## src/rtl/fifo_wr_arbiter_if.sv

```systemverilog
// Requester handshakes plus the simple_fifo write port shared through the arbiter.
// Latency: none, signal bundle only.
// Backpressure: req_rdy per requester; fifo_dat_cnt/fifo_wr_full report FIFO fullness.
interface fifo_wr_arbiter_if #(
    parameter int NUM_REQ    = 4,
    parameter int DATA_WIDTH = 8,
    parameter int ADDR_WIDTH = 4
);
    logic [NUM_REQ-1:0]            req_vld;
    logic [NUM_REQ*DATA_WIDTH-1:0] req_dat;
    logic [NUM_REQ-1:0]            req_rdy;
    logic                          fifo_wr_ena;
    logic [DATA_WIDTH-1:0]         fifo_wr_dat;
    logic                          fifo_wr_full;
    logic [ADDR_WIDTH:0]           fifo_dat_cnt;

    modport master (
        input  req_vld, req_dat, fifo_wr_full, fifo_dat_cnt,
        output req_rdy, fifo_wr_ena, fifo_wr_dat
    );

    modport slave (
        output req_vld, req_dat, fifo_wr_full, fifo_dat_cnt,
        input  req_rdy, fifo_wr_ena, fifo_wr_dat
    );
endinterface

```

## src/rtl/fifo_wr_arbiter.sv

```systemverilog
// Round-robin arbiter sharing one simple_fifo write port among NUM_REQ producers, MAX_BURST beats per grant.
// Latency: vld sampled in IDLE -> rdy next cycle -> registered fifo_wr_ena one cycle after the transfer.
// Backpressure: rdy withheld unless the FIFO has room counting the in-flight write; a stalled grant is held.
module fifo_wr_arbiter #(
    parameter int NUM_REQ    = 4,
    parameter int DATA_WIDTH = 8,
    parameter int ADDR_WIDTH = 4,
    parameter int MAX_BURST  = 4
) (
    input  logic                       clk,
    input  logic                       rst,
    fifo_wr_arbiter_if.master          bus,
    output logic [$clog2(NUM_REQ)-1:0] grant_id,
    output logic                       busy
);
    localparam int ID_W  = $clog2(NUM_REQ);
    localparam int CW    = ID_W + 1;
    localparam int SW    = ADDR_WIDTH + 2;
    localparam int BW    = $clog2(MAX_BURST + 1);
    localparam int DEPTH = 1 << ADDR_WIDTH;

    typedef enum logic {IDLE, GRANT} state_t;

    state_t                state, state_nxt;
    logic [ID_W-1:0]       last_id;
    logic [BW-1:0]         burst_cnt;
    logic [SW-1:0]         space;
    logic                  ok;
    logic                  vld_g;
    logic                  xfer;
    logic                  last_beat;
    logic                  any_vld;
    logic [ID_W-1:0]       pick;
    logic [DATA_WIDTH-1:0] sel_dat;

    // The in-flight registered write is not yet in dat_cnt, so subtract it too.
    assign space     = SW'(DEPTH) - SW'(bus.fifo_dat_cnt) - SW'(bus.fifo_wr_ena);
    assign ok        = !space[SW-1] && (space != '0) && !bus.fifo_wr_full;
    assign vld_g     = bus.req_vld[grant_id];
    assign xfer      = (state == GRANT) && vld_g && ok;
    assign last_beat = (burst_cnt == BW'(MAX_BURST - 1));
    assign sel_dat   = bus.req_dat[grant_id*DATA_WIDTH +: DATA_WIDTH];

    // Scan from farthest to nearest so the requester right after last_id wins.
    always_comb begin
        logic [CW-1:0] idx;
        pick    = '0;
        any_vld = 1'b0;
        idx     = '0;
        for (int k = NUM_REQ; k >= 1; k--) begin
            idx = {1'b0, last_id} + CW'(k);
            if (idx >= CW'(NUM_REQ)) begin
                idx = idx - CW'(NUM_REQ);
            end
            if (bus.req_vld[idx[ID_W-1:0]]) begin
                pick    = idx[ID_W-1:0];
                any_vld = 1'b1;
            end
        end
    end

    always_ff @(posedge clk or negedge rst) begin
        if (!rst) begin
            state <= IDLE;
        end else begin
            state <= state_nxt;
        end
    end

    always_comb begin
        state_nxt = state;
        case (state)
            IDLE:    if (any_vld) state_nxt = GRANT;
            GRANT:   if (!vld_g || (xfer && last_beat)) state_nxt = IDLE;
            default: state_nxt = IDLE;
        endcase
    end

    always_comb begin
        busy        = (state == GRANT);
        bus.req_rdy = '0;
        if ((state == GRANT) && ok) begin
            bus.req_rdy[grant_id] = 1'b1;
        end
    end

    always_ff @(posedge clk or negedge rst) begin
        if (!rst) begin
            grant_id        <= '0;
            burst_cnt       <= '0;
            last_id         <= ID_W'(NUM_REQ - 1);
            bus.fifo_wr_ena <= 1'b0;
            bus.fifo_wr_dat <= '0;
        end else begin
            bus.fifo_wr_ena <= xfer;
            if (xfer) begin
                bus.fifo_wr_dat <= sel_dat;
            end
            case (state)
                IDLE: begin
                    if (any_vld) begin
                        grant_id  <= pick;
                        burst_cnt <= '0;
                    end
                end
                GRANT: begin
                    if (xfer) begin
                        burst_cnt <= burst_cnt + 1'b1;
                    end
                    if (state_nxt == IDLE) begin
                        last_id <= grant_id;
                    end
                end
                default: ;
            endcase
        end
    end
endmodule

```

## src/flat_wrapper.sv

```systemverilog
// flat-port wrapper written by rule: the top's interface ports become plain ports
module fifo_wr_arbiter_flat 
#(
    parameter int NUM_REQ    = 4,
    parameter int DATA_WIDTH = 8,
    parameter int ADDR_WIDTH = 4,
    parameter int MAX_BURST  = 4
)
  (clk, rst, grant_id, busy, bus_req_vld, bus_req_dat, bus_fifo_wr_full, bus_fifo_dat_cnt, bus_req_rdy, bus_fifo_wr_ena, bus_fifo_wr_dat);
  fifo_wr_arbiter_if #(.NUM_REQ(NUM_REQ), .DATA_WIDTH(DATA_WIDTH), .ADDR_WIDTH(ADDR_WIDTH)) bus_i ();
  input  logic clk;
  input  logic rst;
  output logic [$clog2(NUM_REQ)-1:0] grant_id;
  output logic busy;
  input wire logic [$bits(bus_i.req_vld)-1:0] bus_req_vld;
  input wire logic [$bits(bus_i.req_dat)-1:0] bus_req_dat;
  input wire logic [$bits(bus_i.fifo_wr_full)-1:0] bus_fifo_wr_full;
  input wire logic [$bits(bus_i.fifo_dat_cnt)-1:0] bus_fifo_dat_cnt;
  output wire logic [$bits(bus_i.req_rdy)-1:0] bus_req_rdy;
  output wire logic [$bits(bus_i.fifo_wr_ena)-1:0] bus_fifo_wr_ena;
  output wire logic [$bits(bus_i.fifo_wr_dat)-1:0] bus_fifo_wr_dat;
  assign bus_i.req_vld = bus_req_vld;
  assign bus_i.req_dat = bus_req_dat;
  assign bus_i.fifo_wr_full = bus_fifo_wr_full;
  assign bus_i.fifo_dat_cnt = bus_fifo_dat_cnt;
  assign bus_req_rdy = bus_i.req_rdy;
  assign bus_fifo_wr_ena = bus_i.fifo_wr_ena;
  assign bus_fifo_wr_dat = bus_i.fifo_wr_dat;
  fifo_wr_arbiter #(.NUM_REQ(NUM_REQ), .DATA_WIDTH(DATA_WIDTH), .ADDR_WIDTH(ADDR_WIDTH), .MAX_BURST(MAX_BURST)) u_core (.clk(clk), .rst(rst), .bus(bus_i), .grant_id(grant_id), .busy(busy));
endmodule
```

## config.mk

```make
export PLATFORM = sky130hd
export DESIGN_NAME = fifo_wr_arbiter_flat
export DESIGN_NICKNAME = d
export VERILOG_FILES = /design/src/rtl/fifo_wr_arbiter_if.sv /design/src/rtl/fifo_wr_arbiter.sv /design/src/flat_wrapper.sv
export SDC_FILE = /design/constraint.sdc
export NUM_CORES = 1
export LEC_CHECK = 0
export CAP_MARGIN = 15
export CORE_MARGIN = 2
export CORE_UTILIZATION = 45
export CTS_CLUSTER_DIAMETER = 50
export DETAILED_ROUTE_END_ITERATION = 10
export DONT_BUFFER_PORTS = 1
export PLACE_DENSITY = 0.58
export SYNTH_ARGS = -nofsm -noshare
export SYNTH_HDL_FRONTEND = slang
export SYNTH_SLANG_ARGS = --single-unit
```

## constraint.sdc

```tcl
create_clock -name clk -period 2.1 [get_ports clk]
set_input_delay 0.315 -clock clk [delete_from_list [all_inputs] [get_ports clk]]
set_output_delay 0.315 -clock clk [all_outputs]
set_load 0.03 [all_outputs]
```

==> results of run 1 <==
==> sequential cells by signal, summed over array words and instances, names as in the netlist <==
register                cells
u_core.last_id              2
u_core.bus.fifo_wr_dat      8
u_core.bus.fifo_wr_ena      1
u_core.burst_cnt            3
u_core.busy                 1
u_core.grant_id             2
==> synthesized netlist by cell type (all sizes together) (2+ instances only) <==
| cell type | count | area (um^2) |
|---|---|---|
| mux2 | 10 | 135 |
| ha | 9 | 113 |
| buf | 2 | 16.3 |
| mux4 | 9 | 203 |
| clkbuf | 2 | 7.51 |
| dfrtp | 15 | 375 |
| inv | 13 | 48.8 |
| and3 | 2 | 13.8 |
| mux2i | 4 | 40.0 |
| nor2 | 2 | 7.51 |
| nand3 | 2 | 10.0 |
| xnor2 | 2 | 17.5 |
| a21oi | 5 | 36.3 |
| nand2 | 7 | 26.3 |
| o21ai | 5 | 25.0 |
| dfstp | 2 | 52.6 |
| nor3b | 2 | 15.0 |
==> path summary, 6_finish.rpt <==
check / start / endpoint / slack (ps) / depth (start not counted)
min in group asynchronous: rst / u_core.bus.fifo_wr_dat[0] / 540 / 1
min: bus_req_vld[3] / u_core.grant_id[1] / 240 / 2
max: u_core.bus.fifo_wr_ena / bus_req_rdy[2] / -500 / 10
min reg2reg: u_core.burst_cnt[0] / u_core.burst_cnt[0] / 490 / 1
max reg2reg: u_core.bus.fifo_wr_ena / u_core.bus.fifo_wr_dat[7] / -300 / 11
max in group asynchronous: rst / u_core.bus.fifo_wr_ena / 1000 / 1
==> what timing repair did <==
| action | 4_1_cts | 5_1_grt |
|---|---|---|
| buffers inserted | 2 | 0 |
| resized for setup | 5 | 0 |
| hold buffers | 1 | 0 |
| endpoints found under the hold margin | 17 | 0 |
| pin swaps | 5 | 3 |
| endpoints found under the setup margin | 17 | 18 |
==> area by class of cell <==
cell class / count / area [um^2] / share of cell area
Timing Repair Buffer: 17 / 151 / 0.0993
Tap cell: 30 / 37.5 / 0.0246
Clock inverter: 1 / 5.00 / 0.00328
Inverter: 13 / 48.8 / 0.0320
Multi-Input combinational cell: 69 / 830 / 0.544
Sequential cell: 17 / 429 / 0.282
Clock buffer: 3 / 22.5 / 0.0148
==> power groups by stage <==
stage	Clock, mW	Sequential, mW	Combinational (mW)
final	0.181	0.744	0.957
after global routing	0.209	0.763	1.05
after CTS	0.190	0.746	0.964
after detailed placement	0	0.754	0.936
after global placement	0	0.749	0.918
after floorplan	0	0.817	0.685
==> routing by layer <==
metal | global-route usage | wire length, um | vias up
met2 | 0.324 | 1420 | 33
met3 | 0.0369 | 156 | 2
met5 | 0 | 0 | -
met1 | 0.219 | 996 | 429
li1 | - | - | 412
met4 | 0.0510 | 19 | 0
==> logic make-up (layout without fill, tap and decap cells) <==
family | Yosys count | count (layout) | synth area share
buf+inv | 17 | 34 | 0.0589
simple gates | 19 | 19 | 0.0924
compound gates | 16 | 16 | 0.0894
fa+ha+maj | 9 | 9 | 0.0914
mux | 23 | 23 | 0.307
flops | 17 | 17 | 0.347
xor+xnor | 2 | 2 | 0.0142
==> out/summary.md, run 1 <==
* **result of the run** finished with violations
* **violated checks** negative setup slack
* **TritonCTS clock tree** yes
* **final critical-path share of the clock period** 1.24
* **final hold violations** 0
* **DRC** 0
* **number of distinct library cells after synthesis** 31
* **commonest non-fill, non-tap cells in the layout** 14 x sky130_fd_sc_hd__dfrtp_1, 11 x sky130_fd_sc_hd__inv_1, 11 x sky130_fd_sc_hd__buf_4
* **crit start category** flip-flop
* **Internal Dissipation** 1.05 mW
* **# nets final** 174
* **most numerous cell on the critical path** sky130_fd_sc_hd__ha_4
* **filler-free cell count of the finished design** 150
* **number of synthesized flops with an enable pin** 0
* **Place WS** -276 ps
* **clock network fraction of design power** 0.096
* **worst voltage drop across the vdd grid** 1.10 mV
* **Max Cap Viol** 0
* **portion of the post-synthesis area used by sequential elements** 0.347
* **register clock-pin slew on the reported worst setup and hold paths** 100 ps
* **number of global-route vias before repair** 948
* **Synthesis Warnings** 0
* **synthesized net count** 156
* **antenna diode instance count** 0
* **Die Span Y** 56.3 um
* **gr usage total** 0.181
* **average routed wire per standard cell** 17.3 um
* **max-slew violation total from the final report** 0
* **DP Area** 1450 um^2
* **worst-path maximum fanout** 3
* **gate family responsible for the most delay along the worst path** simple AND/OR/NAND/NOR gates
* **Switch Pwr** 0.833 mW
* **final design utilization** 0.599
* **Worst Skew** 1.53 ps
* **root cell of the clock tree** sky130_fd_sc_hd__clkbuf_4
* **clock insertion delay at the later pin of the skew report** 290 ps
* **fraction of layout cells with a size suffix above 1** 0.492
* **crit path cell chain** inv_2 -> ha_4 -> ha_4 -> inv_2 -> ha_4 -> or3b_4 -> a21oi_4 -> nand3_4 -> nor3b_4 -> buf_6
* **Synth Area per Inst** 12.0 um^2
* **relative contribution of sequential cells to total power** 0.395
* **Async S/R FF share, synth** 1.00
* **x dimension of the die** 56.3 um
* **highest achievable clock rate** 0.384 GHz
* **clock tree buffer depth** 2
* **largest net degree at the start of global routing** 18
* **global-route congestion overflow total** 0
* **Die Area** 3170 um^2
* **number of failing setup endpoints in the final timing report** 17
* **port bufs** 0
* **fraction of power spent switching nets** 0.443
* **class of the worst hold path** in2reg
* **Synth Register Bits** 17
* **tightest hold margin** 238 ps
* **worst slew slack as a fraction of its limit** 0.458
* **critical path data arrival time** 2290 ps
* **Comb power frac** 0.508
* **growth of design area from synthesis to finish** 23.7%
* **antenna violations before repair** 0
* **placed cells** 142
* **post-route design area** 1520 um^2
* **fin crit period** 2600 ps
* **Ports** 60
* **Worst-Margin Slew** 810 ps
* **effective utilization at floorplan** 0.484
* **number of nets still failing antenna checks after routing** 0
* **class of the most critical setup path** reg2out
* **number of rows in the core area** 18
* **total via count after detailed routing** 876
* **cell area after synthesis** 1230 um^2
* **slowest CP cell** sky130_fd_sc_hd__dfrtp_2
* **estimated wirelength of the detail-placed design** 2.10 mm
* **global placement routability congestion** 0.726
* **endpoint type of the worst setup path** output pin
* **stage delay of the slowest cell on the critical path** 420 ps
* **Core ar.** 2540 um^2
* **total iterations of the first detailed-routing run** 2
* **reported leakage power** 0.685 nW
* **Pwr per Cell Area** 1240 nW/um^2
* **global-route wire length before repair** 4.46 mm
* **1st-iter DRT viols** 5
* **number of instances in the synthesized netlist** 103
* **depth of the CTS H-tree** 1
* **setup slack after layout** -505 ps
* **number of buffers and inverters on the critical path** 3
* **predominant post-synthesis flop cell** sky130_fd_sc_hd__dfrtp_1
* **total length of routed wires** 2.59 mm
* **number of filler instances in the final layout** 221
* **required time of the worst setup path** 1780 ps
* **total power consumption of the routed design** 1.88 mW
* **number of sinks driven by the clock tree** 17
* **number of buffers inserted during clock tree synthesis** 3
* **vias per cell** 5.84
* **most frequent standard cell in the layout excluding fill and tap cells** sky130_fd_sc_hd__dfrtp_1
* **RSZ-0062 raised after global routing** yes
* **total negative setup slack** -5710 ps
Note: power is estimated with default switching activity, not from simulation.
==> inputs of run 2 (changes only) <==
ABC_AREA = 1   (was unset)
HOLD_SLACK_MARGIN = 0.15   (was unset)
==> out/summary.md, run 2 <==
* **worst-path maximum fanout** 5
* **Core ar.** 3030 um^2
* **largest cells by area after synthesis** sky130_fd_sc_hd__dfrtp_1 26%, sky130_fd_sc_hd__nand2_1 20%, sky130_fd_sc_hd__nand3_1 9.9%
* **global placement routability congestion** 0.849
* **cell type with the largest total area after synthesis** sky130_fd_sc_hd__dfrtp_1
* **post-route design area** 1710 um^2
* **Largest register FFs** 8
* **filler-free cell count of the finished design** 270
* **Multi-input gate area** 930 um^2
* **result of the run** finished with violations
* **number of distinct library cells after synthesis** 25
* **number of failing setup endpoints in the final timing report** 4
* **Worst Skew** 7.25 ps
* **DRC** 0
* **crit start category** flip-flop
* **Worst-Margin Slew** 743 ps
* **Pwr per Cell Area** 1330 nW/um^2
* **library cell with the highest instance count after synthesis** sky130_fd_sc_hd__nand2_1
* **total iterations of the first detailed-routing run** 4
* **number of buffers inserted during clock tree synthesis** 3
* **1st-iter DRT viols** 74
* **root cell of the clock tree** sky130_fd_sc_hd__clkbuf_4
* **most frequent standard cell in the layout excluding fill and tap cells** sky130_fd_sc_hd__nand2_1
* **Die Span Y** 60.2 um
* **number of synthesized flops with an enable pin** 0
* **final hold violations** 0
* **number of nets still failing antenna checks after routing** 0
* **critical path data arrival time** 1910 ps
* **antenna violations before repair** 0
* **total via count after detailed routing** 1,385
* **clock insertion delay at the later pin of the skew report** 290 ps
* **largest net degree at the start of global routing** 20
* **Synth Register Bits** 17
* **worst voltage drop across the vdd grid** 0.609 mV
* **commonest non-fill, non-tap cells in the layout** 67 x sky130_fd_sc_hd__nand2_1, 26 x sky130_fd_sc_hd__nand3_1, 25 x sky130_fd_sc_hd__inv_1
* **fin crit period** 2230 ps
* **Synthesis Warnings** 0
* **global-route wire length before repair** 5.02 mm
* **setup slack after layout** -125 ps
* **portion of the post-synthesis area used by sequential elements** 0.301
* **fraction of layout cells with a size suffix above 1** 0.274
* **estimated wirelength of the detail-placed design** 2.63 mm
* **DP Area** 1510 um^2
* **predominant post-synthesis flop cell** sky130_fd_sc_hd__dfrtp_1
* **violated checks** negative setup slack
* **RSZ-0062 raised after global routing** yes
* **cell area after synthesis** 1420 um^2
* **Ports** 60
* **top cell type's share of synthesized area** 0.264
* **x dimension of the die** 60.2 um
* **placed cells** 259
* **global-route congestion overflow total** 0
* **gr usage total** 0.183
* **worst slew slack as a fraction of its limit** 0.503
* **vias per cell** 5.13
* **Biggest register** u_core.bus.fifo_wr_dat
* **required time of the worst setup path** 1780 ps
* **number of instances in the synthesized netlist** 211
* **highest achievable clock rate** 0.449 GHz
* **# nets final** 280
* **final design utilization** 0.564
* **Max Cap Viol** 0
* **TritonCTS clock tree** yes
* **number of global-route vias before repair** 1,202
* **leading post-synthesis cells by instance count** 75 x sky130_fd_sc_hd__nand2_1, 28 x sky130_fd_sc_hd__inv_1, 28 x sky130_fd_sc_hd__nand3_1, 15 x sky130_fd_sc_hd__dfrtp_1
* **Place WS** 59.9 ps
* **max-slew violation total from the final report** 0
* **registers with the most flip-flops** u_core.bus.fifo_wr_dat (8), u_core.burst_cnt (3)
* **endpoint type of the worst setup path** output pin
* **register clock-pin slew on the reported worst setup and hold paths** 100 ps
* **Synth Area per Inst** 6.74 um^2
* **FF/Latch Area** 428 um^2
* **depth of the CTS H-tree** 1
* **reported leakage power** 0.876 nW
* **total length of routed wires** 3.37 mm
* **antenna diode instance count** 0
* **Async S/R FF share, synth** 1.00
* **port bufs** 0
* **synthesized net count** 264
* **average routed wire per standard cell** 12.5 um
* **class of the worst hold path** in2reg
* **number of rows in the core area** 20
* **clock tree buffer depth** 2
* **Die Area** 3620 um^2
* **effective utilization at floorplan** 0.469
* **number of sinks driven by the clock tree** 17
* **growth of design area from synthesis to finish** 20.2%
* **class of the most critical setup path** reg2out
* **number of filler instances in the final layout** 296
* **final critical-path share of the clock period** 1.06
## run 2: cell count changes after synthesis, moves of 8 or more
cell                      previous run  this run
sky130_fd_sc_hd__o21ai_2             0         8
sky130_fd_sc_hd__nand3_1             2        28
sky130_fd_sc_hd__nor2_1              2        10
sky130_fd_sc_hd__inv_1              13        28
sky130_fd_sc_hd__nand2_1             7        75
sky130_fd_sc_hd__mux4_2              9         0
## run 2: worst paths after layout
path	start	end	slack, ps	cells after the start
hold reg to reg	u_core.last_id[1]	u_core.last_id[1]	510	2
setup / recovery	u_core.bus.fifo_wr_ena	bus_req_rdy[0]	-130	11
hold / removal	bus_req_dat[25]	u_core.bus.fifo_wr_dat[1]	210	2
min in group asynchronous	rst	u_core.bus.fifo_wr_dat[0]	520	1
setup reg to reg	u_core.bus.fifo_wr_ena	u_core.bus.fifo_wr_dat[4]	80	15
max in group asynchronous	rst	u_core.bus.fifo_wr_ena	1110	1
## run 2: repair_timing
item / 4_1_cts / 5_1_grt
resized for setup: 10 / 25
hold buffers: 1 / 0
pin swaps: 10 / 6
setup endpoints to repair: 4 / 15
endpoints found under the hold margin: 17 / 0
buffers inserted: 1 / 3
cloned: 0 / 2
## run 2: logic make-up after synthesis
logic type	count (synthesis)	synth area share
compound gates	22	0.107
fa+ha+maj	9	0.0792
buf+inv	36	0.110
flops	17	0.301
simple gates	127	0.403
## run 2: layout make-up
type | instances | share of cell area
timing repair buffer | 13 | 0.0703
multi-input combinational | 158 | 0.544
clock inverter | 1 | 0.00293
clock buffer | 3 | 0.0132
inverter | 32 | 0.0747
tap | 44 | 0.0322
timing repair inverter | 2 | 0.0117
sequential | 17 | 0.251
## run 2: power breakdown
part,total [mW],switching (mW),internal (mW)
Clock,0.174,0.103,0.0709
Sequential,0.756,0.285,0.471
Combinational,1.34,0.870,0.468
## run 2: through the flow
step           power, mW  hold slack (ps)  setup TNS [ps]
2_1_floorplan       1.71             19.4            -454
3_3_place_gp        1.94             19.8               0
3_5_place_dp        1.99             19.8               0
4_1_cts             2.19              212            -819
5_1_grt             2.48              198           -1290
6_report            2.27              212            -427
## run 2: per-layer routing
| metal | share of wire | track usage |
|---|---|---|
| met1 | 0.39 | 0.235 |
| met2 | 0.54 | 0.320 |
| met3 | 0.066 | 0.0281 |
| met4 | 0.0062 | 0.0413 |
| met5 | 0 | 0 |
## run 2: critical path: stages (launching register included)
cell and delay (ps):
sky130_fd_sc_hd__dfrtp_1 390, sky130_fd_sc_hd__inv_2 70, sky130_fd_sc_hd__ha_4 130, sky130_fd_sc_hd__ha_4 130, sky130_fd_sc_hd__inv_2 40, sky130_fd_sc_hd__ha_4 150, sky130_fd_sc_hd__inv_2 60, sky130_fd_sc_hd__nand3_2 90
sky130_fd_sc_hd__a21oi_4 190, sky130_fd_sc_hd__nand2_4 90, sky130_fd_sc_hd__nor3_2 100, sky130_fd_sc_hd__buf_4 180
==> inputs of run 3 (changes only) <==
SKIP_LAST_GASP = 1   (was unset)
==> out/summary.md, run 3 (same netlist as run 2, synthesis figures left out) <==
* **result of the run** finished with violations
* **violated checks** negative setup slack
* **commonest non-fill, non-tap cells in the layout** 71 x sky130_fd_sc_hd__nand2_1, 26 x sky130_fd_sc_hd__nand3_1, 25 x sky130_fd_sc_hd__inv_1
* **max-slew violation total from the final report** 0
* **number of failing setup endpoints in the final timing report** 4
* **final hold violations** 0
* **Die Area** 3620 um^2
* **Max Cap Viol** 0
* **relative contribution of sequential cells to total power** 0.335
* **required time of the worst setup path** 1780 ps
* **1st-iter DRT viols** 77
* **estimated wirelength of the detail-placed design** 2.63 mm
* **effective utilization at floorplan** 0.469
* **class of the worst hold path** in2reg
* **filler-free cell count of the finished design** 270
* **global-route congestion overflow total** 0
* **worst-path maximum fanout** 5
* **average routed wire per standard cell** 12.4 um
* **Worst Skew** 5.75 ps
* **root cell of the clock tree** sky130_fd_sc_hd__clkbuf_4
* **worst voltage drop across the vdd grid** 0.677 mV
* **register clock-pin slew on the reported worst setup and hold paths** 100 ps
* **RSZ-0062 raised after global routing** yes
* **instance count along the most critical hold path** 2
* **fraction of layout cells with a size suffix above 1** 0.257
* **Pwr per Cell Area** 1330 nW/um^2
* **fraction of power spent switching nets** 0.554
* **clock network fraction of design power** 0.076
* **global-route wire length before repair** 5.01 mm
* **class of the most critical setup path** reg2out
* **total via count after detailed routing** 1,388
* **R2R Setup Slk** 60 ps
* **slowest CP cell** sky130_fd_sc_hd__dfrtp_1
* **number of nets still failing antenna checks after routing** 0
* **number of filler instances in the final layout** 297
* **gr usage total** 0.182
* **antenna violations before repair** 0
* **largest net degree at the start of global routing** 20
* **global placement routability congestion** 0.849
* **Switch Pwr** 1.24 mW
* **most frequent standard cell in the layout excluding fill and tap cells** sky130_fd_sc_hd__nand2_1
* **antenna diode instance count** 0
* **startpoint of the most critical register-to-register path** u_core.bus.fifo_wr_ena
* **endpoint type of the worst setup path** output pin
* **Worst-Margin Slew** 743 ps
* **registers with the most flip-flops** u_core.bus.fifo_wr_dat (8), u_core.burst_cnt (3)
* **critical path data arrival time** 1910 ps
* **min-delay src** bus_req_dat[25]
* **clock tree buffer depth** 2
* **x dimension of the die** 60.2 um
* **Ports** 60
* **fin crit period** 2220 ps
* **Die Span Y** 60.2 um
* **stage delay of the slowest cell on the critical path** 390 ps
* **endpoint of the worst hold path** u_core.bus.fifo_wr_dat[1]
* **number of sinks driven by the clock tree** 17
* **vias per cell** 5.14
* **Comb power frac** 0.589
* **number of rows in the core area** 20
* **number of global-route vias before repair** 1,195
* **setup slack after layout** -120 ps
* **Biggest register** u_core.bus.fifo_wr_dat
* **Core ar.** 3030 um^2
* **port bufs** 0
* **cell count of the worst reg-to-reg path** 15
* **worst slew slack as a fraction of its limit** 0.503
* **final design utilization** 0.558
* **crit start category** flip-flop
* **clock insertion delay at the later pin of the skew report** 290 ps
* **total length of routed wires** 3.35 mm
* **tightest hold margin** 220 ps
* **# nets final** 280
* **reported leakage power** 0.872 nW
* **DRC** 0
* **post-route design area** 1690 um^2
* **crit path cell chain** inv_2 -> ha_4 -> ha_4 -> inv_2 -> ha_4 -> inv_2 -> nand3_2 -> a21oi_4 -> nand2_4 -> nor3_2 -> buf_4
* **Largest register FFs** 8
* **Internal Dissipation** 1.00 mW
* **growth of design area from synthesis to finish** 18.8%
* **depth of the CTS H-tree** 1
* **highest achievable clock rate** 0.450 GHz
* **placed cells** 259
* **final critical-path share of the clock period** 1.06
* **number of buffers inserted during clock tree synthesis** 3
* **DP Area** 1510 um^2
* **destination of the worst register-to-register timing path** u_core.bus.fifo_wr_dat[3]
* **TritonCTS clock tree** yes
* **total iterations of the first detailed-routing run** 4
* **Place WS** 59.9 ps
## run 3: changes by cell type in the layout (fill, tap and decap cells not counted)
cell / previous run / this run
sky130_fd_sc_hd__nand2_1: 67 / 71
sky130_fd_sc_hd__nand2_2: 9 / 5
sky130_fd_sc_hd__buf_4: 9 / 10
sky130_fd_sc_hd__buf_6: 2 / 1
sky130_fd_sc_hd__clkinv_4: 0 / 1
sky130_fd_sc_hd__inv_4: 0 / 1
sky130_fd_sc_hd__inv_6: 1 / 0
sky130_fd_sc_hd__inv_8: 2 / 1
## run 3: power groups by stage
stage	logic [mW]	clock network [mW]	registers, mW
2_1_floorplan	0.948	0	0.763
3_3_place_gp	1.19	0	0.749
3_5_place_dp	1.23	0	0.752
4_1_cts	1.26	0.179	0.746
5_1_grt	1.49	0.193	0.775
6_report	1.32	0.171	0.751
## run 3: worst max path at each step
| stage | startpoint | endpoint | cells after the start | slack (ps) |
|---|---|---|---|---|
| after floorplan | u_core.bus.fifo_wr_ena | bus_req_rdy[1] | 10 | -120 |
| after global placement | u_core.bus.fifo_wr_ena | bus_req_rdy[0] | 11 | 120 |
| after detailed placement | u_core.bus.fifo_wr_ena | bus_req_rdy[2] | 13 | 60 |
| after CTS | u_core.bus.fifo_wr_ena | bus_req_rdy[1] | 11 | -220 |
| after global routing | u_core.bus.fifo_wr_ena | bus_req_rdy[0] | 11 | -260 |
| final | u_core.bus.fifo_wr_ena | bus_req_rdy[0] | 11 | -120 |
## run 3: cell type report
cell class	count	area, um^2	area share
multi-input combinational	158	920	0.544
sequential	17	428	0.253
inverter	32	125	0.0741
timing repair buffer	13	116	0.0689
tap	44	55.1	0.0326
clock buffer	3	22.5	0.0133
timing repair inverter	2	17.5	0.0104
clock inverter	1	5.00	0.00296
## run 3: through the flow
stage | TNS [ps] | power, mW
6_report | -412 | 2.24
5_1_grt | -1490 | 2.46
4_1_cts | -859 | 2.19
3_5_place_dp | 0 | 1.99
3_3_place_gp | 0 | 1.94
2_1_floorplan | -454 | 1.71
## run 3: timing repair
item | 4_1_cts | 5_1_grt
pin swaps | 10 | 6
endpoints found under the hold margin | 17 | 0
cloned | 0 | 2
gates resized for setup | 8 | 20
buffers inserted | 1 | 3
hold buffers | 1 | 0
setup endpoints to repair | 4 | 15
## run 3: routing by layer
layer,track usage,vias to the layer above,part of all wire
met3,0.0281,0,0.064
met5,0,-,0
li1,-,700,-
met2,0.320,47,0.55
met1,0.234,641,0.38
met4,0.0413,0,0
## run 3: worst max-delay path, delay by kind of cell, from the launching register on
kind	cells	cell delay [ps]
compound gates	1	190
fa+ha+maj	3	410
buf+inv	4	350
flops	1	390
simple gates	3	280
